==> config.mk <==
export PLATFORM = sky130hd
export DESIGN_NAME = usb_rx_demux
export DESIGN_NICKNAME = d
export VERILOG_FILES = /design/src/rtl/usb_rx_demux_pkg.sv /design/src/rtl/usb_rx_demux_sat_counter16.sv /design/src/rtl/usb_rx_demux.sv
export SDC_FILE = /design/constraint.sdc
export NUM_CORES = 1
export LEC_CHECK = 0
export ABC_CLOCK_PERIOD_IN_PS = 4000
export CORE_MARGIN = 5
export CORE_UTILIZATION = 55
export CTS_BUF_LIST = sky130_fd_sc_hd__clkbuf_4 sky130_fd_sc_hd__clkbuf_8
export DETAILED_ROUTE_END_ITERATION = 8
export DONT_BUFFER_PORTS = 1
export GPL_TIMING_DRIVEN = 0
export PLACE_DENSITY = 0.75
export SETUP_SLACK_MARGIN = 0.1
export SYNTH_ARGS = -nofsm -noshare
export SYNTH_HDL_FRONTEND = slang
export SYNTH_HIERARCHICAL = 1
export SYNTH_SLANG_ARGS = --single-unit
export TNS_END_PERCENT = 1
==> constraint.sdc <==
create_clock -name clk -period 4 [get_ports clk]
set_clock_uncertainty 0.2 [all_clocks]
set_input_delay 0.4 -clock clk [delete_from_list [all_inputs] [get_ports clk]]
set_output_delay 0.4 -clock clk [all_outputs]
set_load 0.01 [all_outputs]
==> src/rtl/usb_rx_demux_pkg.sv <==
// Shared definitions for the USB receive demultiplexer: header layout,
// sequencer state encoding and register map.
package usb_rx_pkg;

    localparam logic [7:0] HDR_MAGIC = 8'hA5;

    // Header word layout, MSB first: magic, channel, reserved, length.
    typedef struct packed {
        logic [7:0]  magic;
        logic [3:0]  ch;
        logic [3:0]  rsvd;
        logic [15:0] len;
    } hdr_t;

    typedef enum logic [1:0] {
        ST_IDLE    = 2'd0,
        ST_HDR     = 2'd1,
        ST_PAYLOAD = 2'd2,
        ST_DROP    = 2'd3
    } state_e;

    localparam logic [7:0] REG_CTRL      = 8'h00;
    localparam logic [7:0] REG_STATUS    = 8'h04;
    localparam logic [7:0] REG_PKT_COUNT = 8'h08;
    localparam logic [7:0] REG_ERR_MAGIC = 8'h0C;
    localparam logic [7:0] REG_ERR_DROP  = 8'h10;
    localparam logic [7:0] REG_CLEAR     = 8'h14;

endpackage

==> src/rtl/usb_rx_demux_sat_counter16.sv <==
// 16-bit event counter that sticks at its maximum; clear has priority.
module sat_counter16 (
    input  logic        clk,
    input  logic        rst,
    input  logic        clr_i,
    input  logic        inc_i,
    output logic [15:0] cnt_o
);

    logic [15:0] cnt_q;
    logic [15:0] cnt_d;

    // Next count: clear, saturating increment or hold
    always_comb begin
        cnt_d = cnt_q;
        if (clr_i) begin
            cnt_d = 16'h0000;
        end else if (inc_i && (cnt_q != 16'hFFFF)) begin
            cnt_d = cnt_q + 16'h0001;
        end else begin
            cnt_d = cnt_q;
        end
    end

    // Count register
    always_ff @(posedge clk or posedge rst) begin
        if (rst) begin
            cnt_q <= 16'h0000;
        end else begin
            cnt_q <= cnt_d;
        end
    end

    assign cnt_o = cnt_q;

endmodule

==> src/rtl/usb_rx_demux.sv <==
// Drains the USB receive FIFO, parses one-word packet headers and steers
// payloads to NUM_CH valid/ready streams; configured over the slave bus.
module usb_rx_demux
    import usb_rx_pkg::*;
#(
    parameter int          NUM_CH    = 4,
    parameter logic [31:0] BASE_ADDR = 32'h0000_0000
) (
    input  logic              clk,
    input  logic              rst,
    input  logic              mem_valid,
    output logic              mem_ready,
    input  logic [31:0]       mem_addr,
    input  logic [31:0]       mem_wdata,
    input  logic [3:0]        mem_wstrb,
    output logic [31:0]       mem_rdata,
    output logic              in_pop,
    input  logic              in_nempty,
    input  logic [31:0]       in_data,
    output logic [NUM_CH-1:0] out_valid,
    input  logic [NUM_CH-1:0] out_ready,
    output logic [31:0]       out_data,
    output logic              out_last
);

    state_e             state_q, state_d;
    logic [15:0]        remaining_q, remaining_d;
    logic [3:0]         ch_q, ch_d;
    logic               enable_q, enable_d;
    logic [NUM_CH-1:0]  mask_q, mask_d;
    logic [31:0]        pkt_count_q, pkt_count_d;
    logic               mem_ready_q;
    logic [31:0]        mem_rdata_q, mem_rdata_d;

    hdr_t               hdr_s;
    logic [15:0]        mask_ext_s, ready_ext_s;
    logic               hdr_ok_s;
    logic               pop_s, last_s;
    logic [NUM_CH-1:0]  valid_s;
    logic               pkt_inc_s, magic_inc_s, drop_inc_s;
    logic               bus_hit_s, bus_wr_s, clr_s;
    logic [7:0]         reg_off_s;
    logic [31:0]        ctrl_rd_s, status_rd_s;
    logic [15:0]        err_magic_s, err_drop_s;
    logic               unused_s;

    assign hdr_s = hdr_t'(in_data);

    // Widen mask/ready to 16 channels so any 4-bit channel indexes safely;
    // channels at or above NUM_CH read as masked and never ready.
    always_comb begin
        mask_ext_s               = 16'h0000;
        ready_ext_s              = 16'h0000;
        mask_ext_s[NUM_CH-1:0]   = mask_q;
        ready_ext_s[NUM_CH-1:0]  = out_ready;
    end

    assign hdr_ok_s = mask_ext_s[hdr_s.ch];

    // Sequencer next-state, FIFO pop and stream outputs
    always_comb begin
        state_d     = state_q;
        remaining_d = remaining_q;
        ch_d        = ch_q;
        pop_s       = 1'b0;
        valid_s     = '0;
        last_s      = 1'b0;
        pkt_inc_s   = 1'b0;
        magic_inc_s = 1'b0;
        drop_inc_s  = 1'b0;
        case (state_q)
            ST_IDLE: begin
                if (enable_q) state_d = ST_HDR;
                else          state_d = ST_IDLE;
            end
            ST_HDR: begin
                if (!enable_q) begin
                    state_d = ST_IDLE;
                end else if (in_nempty) begin
                    pop_s = 1'b1;
                    if (hdr_s.magic != HDR_MAGIC) begin
                        magic_inc_s = 1'b1;
                    end else if (!hdr_ok_s) begin
                        drop_inc_s = 1'b1;
                        if (hdr_s.len != 16'h0000) begin
                            remaining_d = hdr_s.len;
                            state_d     = ST_DROP;
                        end else begin
                            state_d = ST_HDR;
                        end
                    end else if (hdr_s.len == 16'h0000) begin
                        pkt_inc_s = 1'b1;
                    end else begin
                        ch_d        = hdr_s.ch;
                        remaining_d = hdr_s.len;
                        state_d     = ST_PAYLOAD;
                    end
                end else begin
                    state_d = ST_HDR;
                end
            end
            ST_PAYLOAD: begin
                valid_s = NUM_CH'(in_nempty) << ch_q;
                last_s  = (remaining_q == 16'h0001);
                pop_s   = in_nempty & ready_ext_s[ch_q];
                if (pop_s) begin
                    remaining_d = remaining_q - 16'h0001;
                    if (remaining_q == 16'h0001) begin
                        pkt_inc_s = 1'b1;
                        state_d   = ST_HDR;
                    end else begin
                        state_d = ST_PAYLOAD;
                    end
                end else begin
                    state_d = ST_PAYLOAD;
                end
            end
            ST_DROP: begin
                pop_s = in_nempty;
                if (pop_s) begin
                    remaining_d = remaining_q - 16'h0001;
                    if (remaining_q == 16'h0001) state_d = ST_HDR;
                    else                         state_d = ST_DROP;
                end else begin
                    state_d = ST_DROP;
                end
            end
            default: state_d = ST_IDLE;
        endcase
    end

    // One access per request: the acknowledge cycle itself never re-triggers
    assign bus_hit_s = mem_valid && (mem_addr[31:8] == BASE_ADDR[31:8]) && !mem_ready_q;
    assign bus_wr_s  = bus_hit_s && (mem_wstrb != 4'b0000);
    assign reg_off_s = mem_addr[7:0];
    assign clr_s     = bus_wr_s && (reg_off_s == REG_CLEAR);

    // Register map: control writes, packet counter and read mux
    always_comb begin
        enable_d    = enable_q;
        mask_d      = mask_q;
        ctrl_rd_s   = 32'h0000_0000;
        ctrl_rd_s[0]              = enable_q;
        ctrl_rd_s[8 +: NUM_CH]    = mask_q;
        status_rd_s = {remaining_q, 8'h00, ch_q, 2'b00, state_q};
        if (bus_wr_s && (reg_off_s == REG_CTRL)) begin
            enable_d = mem_wdata[0];
            mask_d   = mem_wdata[8 +: NUM_CH];
        end else begin
            enable_d = enable_q;
        end
        if (clr_s)          pkt_count_d = 32'h0000_0000;
        else if (pkt_inc_s) pkt_count_d = pkt_count_q + 32'h0000_0001;
        else                pkt_count_d = pkt_count_q;
        mem_rdata_d = 32'h0000_0000;
        if (bus_hit_s && !bus_wr_s) begin
            case (reg_off_s)
                REG_CTRL:      mem_rdata_d = ctrl_rd_s;
                REG_STATUS:    mem_rdata_d = status_rd_s;
                REG_PKT_COUNT: mem_rdata_d = pkt_count_q;
                REG_ERR_MAGIC: mem_rdata_d = {16'h0000, err_magic_s};
                REG_ERR_DROP:  mem_rdata_d = {16'h0000, err_drop_s};
                default:       mem_rdata_d = 32'h0000_0000;
            endcase
        end else begin
            mem_rdata_d = 32'h0000_0000;
        end
    end

    // State and register storage
    always_ff @(posedge clk or posedge rst) begin
        if (rst) begin
            state_q     <= ST_IDLE;
            remaining_q <= 16'h0000;
            ch_q        <= 4'h0;
            enable_q    <= 1'b0;
            mask_q      <= '1;
            pkt_count_q <= 32'h0000_0000;
            mem_ready_q <= 1'b0;
            mem_rdata_q <= 32'h0000_0000;
        end else begin
            state_q     <= state_d;
            remaining_q <= remaining_d;
            ch_q        <= ch_d;
            enable_q    <= enable_d;
            mask_q      <= mask_d;
            pkt_count_q <= pkt_count_d;
            mem_ready_q <= bus_hit_s;
            mem_rdata_q <= mem_rdata_d;
        end
    end

    sat_counter16 u_err_magic (
        .clk   (clk),
        .rst   (rst),
        .clr_i (clr_s),
        .inc_i (magic_inc_s),
        .cnt_o (err_magic_s)
    );

    sat_counter16 u_err_drop (
        .clk   (clk),
        .rst   (rst),
        .clr_i (clr_s),
        .inc_i (drop_inc_s),
        .cnt_o (err_drop_s)
    );

    assign unused_s  = ^{mem_wdata[31:8+NUM_CH], mem_wdata[7:1]};
    assign mem_ready = mem_ready_q;
    assign mem_rdata = mem_rdata_q;
    assign in_pop    = pop_s;
    assign out_valid = valid_s;
    assign out_data  = in_data;
    assign out_last  = last_s;

endmodule

-- Word level (Yosys, flattened, before mapping)
Cells that the tools add are included.
Widths: inputs -> output; s select.
- $add $sub $neg: 4
- magnitude comparators: 2
- equal/unequal tests: 21
- shifts and indexed selects: 1
- multiplexer cells: 55
- bitwise gates (word level): 3
- reduce and logical (&&, ||, !) cells: 23
- operators by type and width (cell ; number):
    $mux 16 ; 12
    $pmux 32 s5 ; 1
    $mux 32 ; 3
    $pmux 16 s3 ; 1
    $add 16x1->16 const B ; 2
    $add 32x1->32 const B ; 1
    $ne 16x16->1 const B ; 2
    $logic_not 24->1 ; 1
    $mux 1 ; 22
    $mux 2 ; 10
    $eq 16x1->1 const B ; 1
    $eq 8x4->1 const B ; 2
    $eq 8x5->1 const B ; 2
    $logic_not 16->1 ; 1
    $reduce_bool 16->1 ; 1
    $sub 16x1->16 const B ; 1
    $lt 4x5->1 const B ; 2
    $ne 2x2->1 const B ; 5
    $bmux 1 s4 ; 2
    $eq 8x3->1 const B ; 1
    $logic_and 1x1->1 ; 8
    $logic_not 8->1 ; 1
    $ne 8x8->1 const B ; 1
    $pmux 2 s4 ; 1
    other kinds (19) ; 25
- bits in registers: 124
- input port bits: 108
- output and inout port bits: 71

-- Logic depth before layout (Yosys ltp)
Gate-level depths: netlist (run 1).
- depth in word-level cells: 10
- depth in mapped cells: 10
- mapped depth without buffers: 8

-- Cells and area by module
Netlist (run 1), hierarchy kept.
- by module, submodules not included (module ; instances ; cells an instance ; area each (µm²) ; seq. area each (µm²)):
    usb_rx_demux ; 1 ; 584 ; 5461.5 ; 2307.2
    sat_counter16 ; 2 ; 101 ; 932.1 ; 400.4

-- Worst setup path after synthesis (run 1)
No wires, ideal clock.
- path kind: in2reg
- start point: input port mem_addr[0]
- end point: register u_err_drop.cnt_q[10] (netlist: u_err_drop/cnt_o[10])
- setup time: 134 ps
- arrival: 2620 ps
- required time: 3666 ps
- slack: 1046 ps
- stages on the path: 9
- buffers on the path: 4
- cells stage by stage: or4_1 > nor4b_2 > nand3_1 > inv_1 > clkbuf_8 > buf_8 > buf_4 > dlygate4sd1_1 > a21oi_1
- cells in the longest elaborated chain, start to end: 3
- elaborated cells on any way between the ends: 4
- classes of those cells: eq/ne (1); mux (1); reduce/logical (2)
- RTL lines (item ; line ; source):
    start, declared ; usb_rx_demux.sv:13 ; input logic [31:0] mem_addr,
    $eq 8x5->1 (*) ; usb_rx_demux.sv:136 ; assign clr_s = bus_wr_s && (reg_off_s == REG_CLEAR);
    $logic_and 1x1->1 (*) ; usb_rx_demux.sv:136 ;
    via clr_s ; usb_rx_demux.sv:41 ; logic bus_hit_s, bus_wr_s, clr_s;
    $mux 16 / $reduce_bool 2->1 (equally long branches) ; -- ;
    end signal, assigned ; usb_rx_demux_sat_counter16.sv:30 ; cnt_q <= cnt_d;
    end, declared ; usb_rx_demux_sat_counter16.sv:10 ; logic [15:0] cnt_q;
The timed path passes the listed nets; every way through them passes the cells marked *.
A chain may end at the register's enable or synchronous reset.

-- Worst setup path after layout (run 1)
- start point: input port mem_addr[18]
- end point: register u_err_magic.cnt_q[14] (netlist: u_err_magic/cnt_o[14])
- cells in the longest elaborated chain, start to end: 6
- elaborated cells on any way between the ends: 7
- classes of those cells: mux (1); reduce/logical (6)
- RTL lines (item ; line ; source):
    $logic_not 24->1 (*) ; usb_rx_demux.sv:133 ; assign bus_hit_s = mem_valid && (mem_addr[31:8] == BASE_ADDR[31:8]) && !mem_ready_q;
    $logic_and 1x1->1 (*) (2 in series) ; usb_rx_demux.sv:133 ;
    $logic_and 1x1->1 (*) ; usb_rx_demux.sv:134 ; assign bus_wr_s = bus_hit_s && (mem_wstrb != 4'b0000);
    $logic_and 1x1->1 (*) ; usb_rx_demux.sv:136 ;
    via clr_s ; usb_rx_demux.sv:41 ;
    $mux 16 / $reduce_bool 2->1 (equally long branches) ; -- ;
    end signal, assigned ; usb_rx_demux_sat_counter16.sv:30 ;
    end, declared ; usb_rx_demux_sat_counter16.sv:10 ;
Marks and branches as above.

==> results of run 1 <==
synthesized netlist by cell type (all sizes together), types with 16 or more instances:
cell and instances:
clkbuf 22, or3 36, nor2 75, inv 21
o21ai 47, a21oi 67, nand2 48, buf 42
nand3 34, nor4 16, nand4 19, nor3 24
dfrtp 120, a22oi 30, or4 24
registers in the layout (all words and copies together) (netlist names):
register and count:
mem_rdata 32, pkt_count_q 32, remaining_q 16, u_err_drop/cnt_o 16
u_err_magic/cnt_o 16, ch_q 4, mask_q 4, state_q 2
enable_q 1, mem_ready 1
cell type report:
cell class / count / area, sq um / share of cell area (%)
multi-input combinational: 575 / 3710 / 44.9
clock buffer: 24 / 318 / 3.85
clock inverter: 6 / 85.1 / 1.03
tap: 176 / 220 / 2.67
timing repair buffer: 29 / 308 / 3.73
inverter: 21 / 81.3 / 0.985
sequential: 124 / 3110 / 37.6
buffer: 66 / 432 / 5.23
power by group:
| group | internal, mW | switching, mW | total, mW | leakage, nW |
|---|---|---|---|---|
| clock network | 0.642 | 0.484 | 1.13 | 0.204 |
| logic | 0.365 | 0.600 | 0.965 | 1.42 |
| registers | 1.38 | 0.197 | 1.57 | 1.65 |
| total | 2.38 | 1.28 | 3.66 | 3.28 |
cells by family (layout without fill, tap and decap cells):
group           count (synthesis)  count (layout)  synth area share, %
xor+xnor                        9               9                 1.08
fa+ha+maj                       9               9                 1.54
mux                            26              26                 3.95
flops                         124             124                 42.4
buf+inv                        87             146                 6.97
simple gates                  323             323                 25.9
compound gates                208             208                 18.2
cell usage in the layout (no fill, tap or decap), types with 7 or more instances in the layout:
| cell type | netlist | layout |
|---|---|---|
| ha_1 | 9 | 9 |
| a21oi_1 | 66 | 66 |
| buf_4 | 35 | 35 |
| nor3_1 | 22 | 22 |
| o21ai_0 | 46 | 46 |
| clkbuf_1 | 19 | 19 |
| clkbuf_8 | 1 | 23 |
| mux2i_1 | 15 | 15 |
| a31oi_1 | 9 | 9 |
| nor2_1 | 74 | 74 |
| nor4_1 | 12 | 12 |
| and2_1 | 7 | 7 |
| or4_1 | 18 | 18 |
| a22oi_1 | 30 | 30 |
| nand4_1 | 16 | 16 |
| dfrtp_1 | 120 | 120 |
| inv_1 | 21 | 20 |
| dlygate4sd3_1 | 0 | 28 |
| mux2_2 | 10 | 10 |
| and3_1 | 7 | 7 |
| o211ai_1 | 9 | 9 |
| nand2_1 | 48 | 48 |
| o31ai_1 | 15 | 15 |
| nand3_1 | 34 | 34 |
| or3_1 | 33 | 33 |
through the flow:
stage                     area, sq um  total power [mW]  utilization (%)
after floorplan                  7330              2.24                -
after global placement           7550              2.46             57.4
after detailed placement         7580              2.51             57.7
after CTS                        8260              3.65             62.9
after global routing             8260              3.86             62.9
final                            8260              3.66             62.9
what timing repair did:
| item | 4_1_cts | 5_1_grt |
|---|---|---|
| hold endpoints to repair | 96 | 0 |
| buffers inserted | 0 | 0 |
| hold buffers | 28 | 0 |
routing by layer:
metal  vias up  global-route usage [%]  routed length [um]  share of wire [%]
met1      3246                    33.5                8490                 42
met2       280                    44.6               10100                 50
met4         0                    7.97                 594                2.9
met5         -                       0                   0                  0
met3        57                    5.67                1220                6.0
li1       3040                       -                   -                  -
how the worst max path moves through the flow:
stage                       startpoint                     to  slack, ps  cells after the start
final                     mem_addr[18]  u_err_magic/cnt_o[14]        500                     12
after global routing      mem_addr[18]  u_err_magic/cnt_o[11]        360                     12
after detailed placement   mem_addr[0]  u_err_magic/cnt_o[14]        410                      9
after global placement             rst          mem_rdata[25]        -20                      1
after CTS                 mem_addr[18]  u_err_magic/cnt_o[14]        620                     12
after floorplan                    rst                ch_q[0]       1010                      1
==> impl_results.md, run 1 <==
* Final setup violation count at 0
* HPWL after detailed placement at 15200 um
* Pwr dens at 443 nW/um^2
* Gpl congestion at 0.923
* WS Path Type: in2reg
* Worst r2r src: state_q[1]
* Nets at 951
* Die width at 125 um
* Crit start category: input pin
* Placed insts at 963
* PortBufs at 0
* Flops & latches, synth at 124
* Post-Synthesis Cells at 786
* Crit path cell chain: dlygate4sd3_1 -> nor2_1 -> dlygate4sd3_1 -> nand4_1 -> nor3_1 -> nand3_1 -> inv_1 -> clkbuf_8 -> buf_8 -> buf_4 -> dlygate4sd1_1 -> a21oi_1
* Pleak at 3.28 nW
* Hold depth at 2
* Seq/Total Area, Yosys at 42.4%
* Die ar. at 15700 sq um
* Max Slew Vio Count at 0
* Io pins at 179
* Row count at 42
* Vias at 6623
* Routed vias/inst at 6.49
* Peak supply drop at 0.260 mV
* Initial antenna violation count at 0
* Worst path top cell family by delay: buffers and inverters
* H-tree depth at 4
* Min Tclk post-route at 3500 ps
* CTS tree: done
* Post-synth cell types at 74
* First-pass GRT wire length at 33600 um
* Hold Path Class: in2reg
* Area delta synth->final at 12.7%
* Highest-delay cell along the critical path: dlygate4sd3_1
* Post-Layout Cell Count at 1021
* Slew @ Worst Pin at 729 ps
* Critical Path End Type: flip-flop
* Rel. slew slack at 51.2%
* CTS Buffer Depth at 2
* DR pass1 iterations at 7
* DR iter-0 viols at 592
* Avg Inst Size Synth at 9.32 sq um
* Status: complete, no violations
* Worst R2R Setup Slack at 870 ps
* Fmax at 0.286 GHz
* Total negative slack at 0 ps
* Die height at 125 um
* Worst hold slack at 128 ps
* Required time of the critical path at 4110 ps
* N_diodes at 0
* Crit path buffers/inverters at 7
* Mapped Area at 7330 sq um
* Root buf cell: clkbuf_8
* Routed length per instance at 20.0 um
* Top FF cell, synth: dfrtp_1
* Hold violation total from the final report at 0
* EDFF count, synth at 0
* GRT Total Usage at 26.2%
* Tcrit/Tclk final at 87.4%
* Net Count, Synth at 903
* Synth async-reset ratio at 100%
* TritonCTS Sinks at 124
* Synth area leaders: dfrtp_1 (41%), a21oi_1 (4.5%), nor2_1 (3.8%)
* Reg2reg end: u_err_magic/cnt_o[13]
* Vias in the first global route at 6484
* Crit-path most repeated cell: dlygate4sd3_1
* Post-route worst setup slack at 503 ps
* GRT Residual Overflow at 0
* Total wire length at 20500 um
* DR DRC count at 0
* Core area at 13100 sq um
* HP Start: mem_addr[2]
* Initial core utilization at 55.8%
* Synth warnings at 6
* Area leader, netlist: dfrtp_1
* Largest net degree at the start of global routing at 67
* Post-cts resize count at 0
* Crit path DAT at 3610 ps
* Layout fillers at 1103
* Reg clk slew, reported paths at 70 ps
* ANT nets after route at 0
* Layout cell share with drive strength beyond 1 at 14.3%
* Worst r2r path cells at 9
* Max cap viols at 0
* Pre-CTS setup slack at 406 ps
* Post-synth top area share at 41.0%
* CTS Buf Count at 17
* Worst-path fanout max at 11
* RSZ-0062 raised after global routing: no
* Worst Hold Endpoint: pkt_count_q[2]
* Worst skew pair latency at 450 ps
* CP peak stage delay at 550 ps
Power figures use the tool's default switching activity.
==> run 2, diff against run 1 <==
Settings changed: ABC_CLOCK_PERIOD_IN_PS 4000 to 3200, PLACE_DENSITY 0.75 to 0.78.
Clock period 4 ns to 3.2 ns, I/O delays scaled along.
==> run 2 against run 1 <==
Design area barely moved; total power is 25% higher; combinational power rose by 26%; largest power group unchanged.
==> impl_results.md, run 2 (same netlist as run 1, synthesis figures left out) <==
* Status: complete, no violations
* Slew @ Worst Pin at 794 ps
* Vias at 6659
* Layout fillers at 1098
* Crit start category: flip-flop
* Critical Path End Type: flip-flop
* Hold Path Class: in2reg
* First-pass GRT wire length at 33300 um
* Total wire length at 20600 um
* Routed length per instance at 20.2 um
* Crit path to: u_err_magic/cnt_o[13]
* Fmax at 0.333 GHz
* Worst-path fanout max at 8
* Tcrit/Tclk final at 93.8%
* Post-route cell area at 8260 sq um
* Row count at 42
* Layout cell share with drive strength beyond 1 at 14.9%
* Initial antenna violation count at 0
* Rel. slew slack at 46.6%
* CP startpoint: state_q[1]
* Max cap viols at 0
* DR pass1 iterations at 7
* PortBufs at 0
* CTS Buffer Depth at 2
* TritonCTS Sinks at 124
* Largest net degree at the start of global routing at 67
* Final setup violation count at 0
* Core area at 13100 sq um
* CTS tree: done
* Worst skew pair latency at 450 ps
* Die ar. at 15700 sq um
* DR iter-0 viols at 554
* HPWL after detailed placement at 15200 um
* Area delta synth->final at 12.7%
* Root buf cell: clkbuf_8
* Gpl congestion at 0.920
* CTS Buf Count at 17
* Nets at 949
* Reg clk slew, reported paths at 70 ps
* Worst r2r src: state_q[1]
* DR DRC count at 0
* Peak supply drop at 0.307 mV
* Die width at 125 um
* RSZ-0062 raised after global routing: yes
* Io pins at 179
* N_diodes at 0
* Routed vias/inst at 6.52
* GRT Total Usage at 26.0%
* Pwr dens at 555 nW/um^2
* Worst hold slack at 39.1 ps
* Pleak at 3.26 nW
* Reg2reg end: u_err_magic/cnt_o[13]
* Placed Area at 7580 sq um
* WS Path Type: reg2reg
* H-tree depth at 4
* Required time of the critical path at 3370 ps
* ANT nets after route at 0
* Initial core utilization at 55.8%
* Min Tclk post-route at 3000 ps
* Worst R2R Setup Slack at 200 ps
* Crit path DAT at 3170 ps
* Most frequent cells in the layout: dfrtp_1 (120), nor2_1 (73), a21oi_1 (66), nand2_1 (48), o21ai_0 (46)
* Worst r2r path cells at 9
* Hold violation total from the final report at 0
* Commonest non-fill, non-tap cell in the layout: dfrtp_1
* GRT Residual Overflow at 0
* Vias in the first global route at 6541
* Max Slew Vio Count at 0
* Die height at 125 um
run 2: worst min-delay path by stage:
stage	from	to	cells past startpoint	slack, ps
5_1_grt	in_nempty	state_q[1]	3	50
2_1_floorplan	rst	u_err_drop/cnt_o[0]	1	30
3_3_place_gp	rst	u_err_magic/cnt_o[13]	1	110
6_report	in_nempty	state_q[1]	3	40
3_5_place_dp	rst	mem_rdata[2]	1	10
4_1_cts	in_nempty	state_q[1]	3	20
run 2: metrics by stage:
stage	power, mW	cells	utilization (%)	setup TNS, ps	worst slack, ps
after detailed placement	3.13	963	57.7	-6370	-317
final	4.59	1021	62.9	0	197
after global routing	4.85	1021	62.9	0	46.1
after CTS	4.56	1022	62.8	0	90.2
after floorplan	2.80	786	-	0	295
after global placement	3.07	962	57.4	-70870	-756
run 2: report_power, final:
group | total (mW) | switching (mW) | internal (mW)
Clock | 1.41 | 0.650 | 0.758
Combinational | 1.22 | 0.756 | 0.459
Sequential | 1.96 | 0.244 | 1.72
Total | 4.59 | 1.65 | 2.94
run 2: what timing repair did:
item,in CTS,in global routing
endpoints found under the setup margin,1,25
setup buffers,0,0
resized for setup,1,3
endpoints found under the hold margin,148,0
hold buffers,27,0
run 2: cell type report:
type	count	area (sq um)	share of cell area, %
Multi-Input combinational cell	575	3730	45.2
Sequential cell	124	3110	37.6
Buffer	65	423	5.12
Timing Repair Buffer	28	298	3.61
Clock buffer	22	284	3.44
Tap cell	176	220	2.67
Clock inverter	10	115	1.39
Inverter	21	81.3	0.985
run 2: critical path, cell delays in order (launching register included):
cell,delay (ps)
dfrtp_1,430
inv_1,110
ha_1,210
nand3_2,200
nor2_2,200
clkbuf_2,230
nand3_1,250
or4_4,520
or4_1,420
a21oi_1,160
run 2: per-layer routing:
metal | wire (um) | GRT usage [%] | part of all wire [%]
met5 | 0 | 0 | 0
met4 | 511 | 9.38 | 2.5
met3 | 1410 | 5.54 | 6.8
met2 | 10500 | 43.7 | 51
met1 | 8210 | 33.4 | 40
==> run 3, diff against run 2 <==
Settings changed: ABC_CLOCK_PERIOD_IN_PS 3200 to 2600.
Clock period 3.2 ns to 2.6 ns, I/O delays scaled along.
==> run 3 against run 2 <==
The run now ends with negative setup slack left; maximum frequency grew 14%; clock power increased by 48%; design area rose by 7.7%; critical path type unchanged; worst hold slack gained 7.7 ps; register-to-register slack lost 230 ps; highest routed layer unchanged; sequential power increased by 25%; wire length grew 9.7%; critical endpoint is now remaining_q[9]; utilization grew 4.8 points; largest cell class unchanged; setup slack lost 230 ps.
==> impl_results.md, run 3 (same netlist as run 1, synthesis figures left out) <==
* GRT Residual Overflow at 0
* Initial antenna violation count at 0
* Area delta synth->final at 21.4%
* Routed vias/inst at 6.74
* CP peak stage delay at 420 ps
* Nets at 974
* Row count at 42
* Max Slew Vio Count at 0
* Failing checks: negative setup slack
* Post-route worst setup slack at -32.2 ps
* Sequential cell area at 3110 sq um
* Area of the multi-input gates at 4030 sq um
* DR DRC count at 0
* Gpl congestion at 0.951
* Commonest non-fill, non-tap cell in the layout: dfrtp_1
* Die height at 125 um
* Most frequent cells in the layout: dfrtp_1 (116), nor2_1 (71), a21oi_1 (58), buf_4 (51), nand2_1 (47)
* Post-route cell area at 8890 sq um
* WS Path Type: reg2reg
* Status: finished with violations
* Initial core utilization at 55.8%
* Layout cell share with drive strength beyond 1 at 22.5%
* H-tree depth at 4
* First-pass GRT wire length at 35400 um
* Worst skew pair latency at 460 ps
* Routed length per instance at 21.6 um
* N_diodes at 0
* Crit path cell chain: buf_4 -> ha_1 -> inv_1 -> a21oi_1 -> nor2_1 -> and3_1 -> clkbuf_1 -> o21ai_0 -> o2bb2ai_1
* Core Util, Final at 67.7%
* Rel. slew slack at 51.5%
* Critical Path End Type: flip-flop
* Fmax at 0.380 GHz
* CTS Buf Count at 17
* Vias in the first global route at 6805
* Final setup violation count at 3
* Required time of the critical path at 2720 ps
* Max cap viols at 0
* DR iter-0 viols at 933
* Placed Area at 7590 sq um
* Io pins at 179
* Root buf cell: clkbuf_8
* Vias at 7047
* Layout fillers at 982
* Hold violation total from the final report at 0
* Worst-path fanout max at 10
* Crit path DAT at 2760 ps
* Highest-delay cell along the critical path: dfrtp_1
* Peak supply drop at 0.454 mV
* ANT nets after route at 0
* Die ar. at 15700 sq um
* Crit path buffers/inverters at 3
* Hold Path Class: in2reg
* Slew @ Worst Pin at 721 ps
* Pwr dens at 717 nW/um^2
* DR pass1 iterations at 6
* Placed insts at 964
* Total wire length at 22600 um
* Pleak at 3.44 nW
* Tcrit/Tclk final at 101%
* Die width at 125 um
* RSZ-0062 raised after global routing: yes
* HPWL after detailed placement at 15400 um
* Reg clk slew, reported paths at 80 ps
* CTS Buffer Depth at 2
* Core area at 13100 sq um
* TritonCTS Sinks at 124
* Min Tclk post-route at 2630 ps
* Post-Layout Cell Count at 1046
* Worst path top cell family by delay: buffers and inverters
* GRT Total Usage at 27.7%
* Largest net degree at the start of global routing at 40
* CTS tree: done
* PortBufs at 0
* Crit start category: flip-flop
==> run 3: changes by cell type in the layout (fill, tap and decap cells not counted), sizes merged <==
cell | previous run | this run
clkinvlp | 3 | 4
buf | 43 | 66
inv | 22 | 21
dlygate4sd1 | 1 | 0
bufinv | 2 | 6
dlygate4sd3 | 27 | 31
clkbuf | 44 | 39
==> run 3: per-stage QoR <==
stage               hold WS, ps  setup TNS (ps)  power, mW  setup WS [ps]
floorplan                 -26.3           -4630       3.45           -214
global placement           50.8          -28380       3.77           -832
detailed placement        -12.1          -33240       3.87           -907
CTS                        21.5           -9.37       6.20          -9.00
global route               54.4            -876       6.66           -156
finish                     46.9           -41.2       6.38          -32.2
==> run 3: layout make-up <==
cell class	count	area share, %
plain buffers	66	5.13
clock buffers	18	2.71
clock inverters	14	2.73
inverters	21	0.957
multi-input cells	575	45.3
flip-flops and latches	124	35.0
well taps	176	2.48
repair buffers	52	5.67
==> run 3: layer usage <==
metal  vias to the layer above  wire length [um]  GRT usage (%)
li1                       3066                 -              -
met3                        96              2150           7.08
met5                         -                 0              0
met1                      3409              8220           34.5
met4                         0               841           10.1
met2                       476             11400           46.7
==> run 3: final timing paths <==
path | from | end | slack, ps | cells after the start
hold / removal | in_nempty | state_q[0] | 50 | 3
min in group asynchronous | rst | mem_rdata[9] | 180 | 2
hold reg to reg | remaining_q[13] | remaining_q[13] | 360 | 1
max in group asynchronous | rst | remaining_q[10] | 1190 | 4
setup / recovery | state_q[1] | remaining_q[9] | -30 | 9
setup reg to reg | state_q[1] | remaining_q[9] | -30 | 9
==> run 3: worst register-to-register path, cell delays in order, from the launching register on <==
cell and delay [ps]:
dfrtp_1 420, buf_4 150, ha_1 220, inv_1 110, a21oi_1 80, nor2_1 140
and3_1 290, clkbuf_1 400, o21ai_0 270, o2bb2ai_1 220
==> run 3: repair_timing <==
item	in CTS	in global routing
setup endpoints to repair	67	68
pin swaps	26	27
buffers inserted	15	4
hold buffers	31	0
endpoints found under the hold margin	122	0
gates resized for setup	61	34
==> run 3: where the power goes <==
| group | switching, mW | total, mW | internal [mW] |
|---|---|---|---|
| registers | 0.335 | 2.45 | 2.12 |
| logic | 1.13 | 1.84 | 0.717 |
| clock network | 0.832 | 2.08 | 1.25 |
